==> config.mk <==
export PLATFORM = sky130hd
export DESIGN_NAME = sparc_exu_ecl_divseq
export DESIGN_NICKNAME = d
export VERILOG_FILES = /design/src/rtl/sparc_exu_ecl_divseq.sv
export SDC_FILE = /design/constraint.sdc
export NUM_CORES = 1
export LEC_CHECK = 0
export CAP_MARGIN = 20
export CORE_UTILIZATION = 40
export CTS_CLUSTER_DIAMETER = 50
export DETAILED_ROUTE_END_ITERATION = 12
export PLACE_DENSITY_LB_ADDON = 0.05
export SKIP_CTS_REPAIR_TIMING = 1
export SYNTH_ARGS = -nofsm -noshare
export SYNTH_HDL_FRONTEND = slang
export SYNTH_SLANG_ARGS = --single-unit
==> constraint.sdc <==
create_clock -name clk -period 3.4 [get_ports clk]
set_input_delay 1.02 -clock clk [delete_from_list [all_inputs] [get_ports clk]]
set_output_delay 1.02 -clock clk [all_outputs]
set_load 0.01 [all_outputs]
==> src/rtl/sparc_exu_ecl_divseq.sv <==
// Divide iteration sequencer: walks LOAD -> ITER (32/64 steps) -> optional FIX -> DONE,
// holding the result until writeback grants it. Includes the scan flop used for state.

module dff_s #(
    parameter int SIZE = 1
) (
    input  logic [SIZE-1:0] din,
    input  logic            clk,
    output logic [SIZE-1:0] q,
    input  logic            se,
    input  logic [SIZE-1:0] si,
    output logic [SIZE-1:0] so
);
    // Scan chain is stitched by the flow; functionally this is a plain D flop.
    logic unused_scan;
    assign unused_scan = &{1'b0, se, si};

    always_ff @(posedge clk) begin
        q <= din;
    end

    assign so = q;
endmodule

module sparc_exu_ecl_divseq #(
    parameter int CNT_W = 6,
    parameter int TID_W = 2
) (
    input  logic             clk,
    input  logic             reset,
    input  logic             se,
    input  logic             div_req,
    input  logic [TID_W-1:0] div_tid,
    input  logic             div_64,
    input  logic             div_sign,
    input  logic             div_kill,
    input  logic             wb_ack,
    output logic             div_ack,
    output logic             div_busy,
    output logic             div_load,
    output logic             div_step,
    output logic             div_last,
    output logic             div_fix,
    output logic             div_done,
    output logic [TID_W-1:0] div_done_tid,
    output logic [CNT_W-1:0] div_cnt
);
    typedef enum logic [2:0] {
        IDLE = 3'd0,
        LOAD = 3'd1,
        ITER = 3'd2,
        FIX  = 3'd3,
        DONE = 3'd4
    } state_t;

    state_t           state;
    state_t           state_nxt;
    logic [2:0]       state_q;
    logic [2:0]       unused_state_so;
    logic [CNT_W-1:0] cnt;
    logic [CNT_W-1:0] cnt_nxt;
    logic [TID_W-1:0] tid_q;
    logic             mode64_q;
    logic             sign_q;
    logic             last_iter;
    logic             accept;

    dff_s #(.SIZE(3)) state_reg (
        .din (state_nxt),
        .clk (clk),
        .q   (state_q),
        .se  (se),
        .si  (3'b000),
        .so  (unused_state_so)
    );

    assign state = state_t'(state_q);

    assign accept    = (state == IDLE) & div_req & ~div_kill & ~reset;
    assign last_iter = (state == ITER) &
                       (mode64_q ? (cnt == CNT_W'(63)) : (cnt == CNT_W'(31)));

    always_comb begin
        state_nxt = state;
        cnt_nxt   = cnt;
        case (state)
            IDLE: begin
                cnt_nxt = '0;
                if (accept) state_nxt = LOAD;
            end
            LOAD: begin
                cnt_nxt   = '0;
                state_nxt = div_kill ? IDLE : ITER;
            end
            ITER: begin
                // Kill takes priority over completing the final step.
                if (div_kill) begin
                    state_nxt = IDLE;
                    cnt_nxt   = '0;
                end else if (last_iter) begin
                    state_nxt = sign_q ? FIX : DONE;
                end else begin
                    cnt_nxt = cnt + CNT_W'(1);
                end
            end
            FIX: begin
                if (div_kill) begin
                    state_nxt = IDLE;
                    cnt_nxt   = '0;
                end else begin
                    state_nxt = DONE;
                end
            end
            DONE: begin
                // Result is committed here, so kill no longer applies.
                if (wb_ack) begin
                    state_nxt = IDLE;
                    cnt_nxt   = '0;
                end
            end
            default: begin
                state_nxt = IDLE;
                cnt_nxt   = '0;
            end
        endcase
        if (reset) begin
            state_nxt = IDLE;
            cnt_nxt   = '0;
        end
    end

    always_ff @(posedge clk) begin
        if (reset) begin
            cnt      <= '0;
            tid_q    <= '0;
            mode64_q <= 1'b0;
            sign_q   <= 1'b0;
        end else begin
            cnt <= cnt_nxt;
            if (accept) begin
                tid_q    <= div_tid;
                mode64_q <= div_64;
                sign_q   <= div_sign;
            end
        end
    end

    assign div_ack      = accept;
    assign div_busy     = (state != IDLE);
    assign div_load     = (state == LOAD);
    assign div_step     = (state == ITER);
    assign div_last     = last_iter;
    assign div_fix      = (state == FIX);
    assign div_done     = (state == DONE);
    assign div_done_tid = tid_q;
    assign div_cnt      = cnt;
endmodule

==> metrics.txt <==
hold path cells 2; Rows 15; Initial Util 42.8%; most frequent cells in the layout clkdlybuf4s50_1 (23), dfxtp_1 (13), nor2_1 (8); placed insts 131; met3 Use GR 6.00%; CTS tree built; final hold violations 0; Worst Reg-to-Reg Cells 5; DRT iter0 DRCs 15; first-pass GRT wire length 2520 um; clock skew 2.95 ps; Tcrit/Tclk final 97.6%; initial antenna violation count 0; wire length per cell 10.8 um; Final Hold Slack 507 ps; Slew Limit Headroom 71.3%; sequential share of the synthesized area 35.3%; Critical Path AT 2300 ps; Place WS 70.4 ps; number of synthesized register bits 13; Worst VDD drop 0.000203 V; Worst Hold Class reg -> reg; Netlist cell types 37; type of element capturing the critical path output port; outcome finished, final reports clean; syn nets 95; CP max FO 2; Crit Path Category in -> out; Clock transition at path regs 80 ps; Highest Clock Rate 301 MHz; nets@finish 122; Synth warnings 0; syn avg cell area 8.79 um^2; htree depth 1; final wirelength 1460 um; GRT busiest layer met2; Leakage 0.422 nW; Cells after Synth 84; CTS buffer count 3; Die Area 0.00202 mm^2; Design Area, Final 0.00102 mm^2; Layout area overhead 38.0%; max cap viols 0; Core Region 0.00173 mm^2; flop2flop setup slack 1760 ps; Post-DP Area 988 um^2; DR vias 675; RSZ-0062 raised after global routing false; Non-Filler Instances 135; Final setup viols 0; DRT antenna net count 0; Pwr Density 280 mW/mm^2; I/O Buffers 23; Required @ worst endpoint 2380 ps; fin worst setup slack 82.0 ps; Slew @ Worst Pin 429 ps; diodes inserted 0; Final Slew Violations 0; HP Start div_done_tid[1]; DPL Wire Length 1100 um; GR Util met1 21.9%; TNS Setup 0 ps; worst hold endpoint div_done_tid[1]; crit path launch type input pin; layout cell share with drive strength beyond 1 10.0%; worst skew pair latency 280 ps; CTS Sinks 13; routability cong. 0.785; pin count of the biggest net entering global routing 16; Total Routing Usage GR 17.0%; die height 45.0 um; vias in the first global route 601; synthesized area 738 um^2; Overflow after GRT 0; commonest non-fill, non-tap cell in the layout clkdlybuf4s50_1; clock root buffer clkbuf_4; die span in x 45.0 um; detailed-router iteration count before antenna repair 4; vias per cell 5.00; met2 GRT Util 27.2%; DR DRC count 0; # IOs 25; Longest Clk Path Bufs 2; reg-to-reg critical path endpoint state_reg.q[0]; fin crit period 3320 ps; Reg2Reg Launch Point div_cnt[0]
## metrics by stage
step                      util (%)  power [W]
after CTS                     58.8   0.000290
after global routing          59.0   0.000298
after floorplan                  -   0.000173
after global placement        57.2   0.000191
after detailed placement      57.2   0.000191
final                         59.0   0.000286
## synthesized netlist by cell type
cell	count	share of area, %
clkbuf_1	1	0.51
nor3_1	5	3.4
and2_1	1	0.85
o22a_1	1	1.2
a31oi_1	1	0.85
buf_4	1	1.0
a211oi_1	1	1.0
dfxtp_1	13	35
nor3b_1	1	1.0
nor4b_4	1	3.2
mux2i_1	5	6.8
nand3_1	4	2.7
and3_1	1	0.85
o31ai_1	1	1.0
nand4_1	1	0.85
or4bb_1	1	1.5
o32ai_1	1	1.2
inv_1	4	2.0
a21o_1	2	2.0
a21oi_1	4	2.7
ha_1	1	1.7
o21bai_1	1	1.0
buf_6	2	3.1
nand2b_2	1	1.2
o211ai_1	2	2.0
or4b_4	1	1.9
o21ai_1	1	0.68
mux2_1	1	1.5
or3_1	1	0.85
nor2b_1	1	0.85
nor2_1	9	4.6
nor4_1	1	0.85
o2111ai_1	1	1.2
xor2_1	1	1.2
nand2_1	4	2.0
nand2b_1	5	4.2
nand4b_1	1	1.2
## where the power goes
part | total (W) | leakage [nW] | internal [W] | switching (W)
combinational | 0.0000311 | 0.300 | 0.0000194 | 0.0000117
sequential | 0.000157 | 0.105 | 0.000154 | 0.00000264
clock | 0.0000975 | 0.0177 | 0.0000437 | 0.0000538
total | 0.000286 | 0.422 | 0.000217 | 0.0000682
## worst max-delay path: stages
cell	delay, ps
clkdlybuf4s50_1	430
nor2_2	140
nand3_1	110
inv_1	70
clkdlybuf4s50_1	530
## cells by family (layout without fill, tap and decap cells)
family / Yosys count / in the layout / synth area share (%)
AOI/OAI and AO/OA: 16 / 16 / 14.9
DFF: 13 / 13 / 35.3
buffers and inverters: 8 / 34 / 6.61
muxes: 6 / 6 / 8.31
xor gates and xnor gates: 1 / 1 / 1.19
adders and majority gates: 1 / 1 / 1.69
and+or+nand+nor: 39 / 39 / 32.0
## final cells by class
class | instances | area (um^2)
fillers | 166 | 708
multi-input cells | 63 | 432
flip-flops and latches | 13 | 260
repair buffers | 26 | 253
well taps | 25 | 31.3
clock buffers | 3 | 22.5
inverters | 4 | 15.0
clock inverters | 1 | 5.00
## per-layer routing
metal | share of wire, % | vias to the layer above
li1 | - | 361
met4 | 0 | 0
met2 | 44 | 20
met1 | 51 | 294
met3 | 5.2 | 0
met5 | 0 | -
## worst max-delay path by stage
stage | cells past startpoint | slack, ps | start | to
after floorplan | 3 | 860 | div_kill | div_ack
after global placement | 5 | 70 | div_kill | div_ack
after detailed placement | 5 | 70 | div_kill | div_ack
after CTS | 5 | 70 | div_kill | div_ack
after global routing | 5 | 2 | div_kill | div_ack
final | 5 | 80 | div_kill | div_ack
## sequential cells by signal (all words and copies together), names as in the netlist
| name | cells |
|---|---|
| div_cnt | 6 |
| sign_q | 1 |
| state_reg.q | 3 |
| mode64_q | 1 |
| div_done_tid | 2 |
Power figures use the tool's default switching activity.
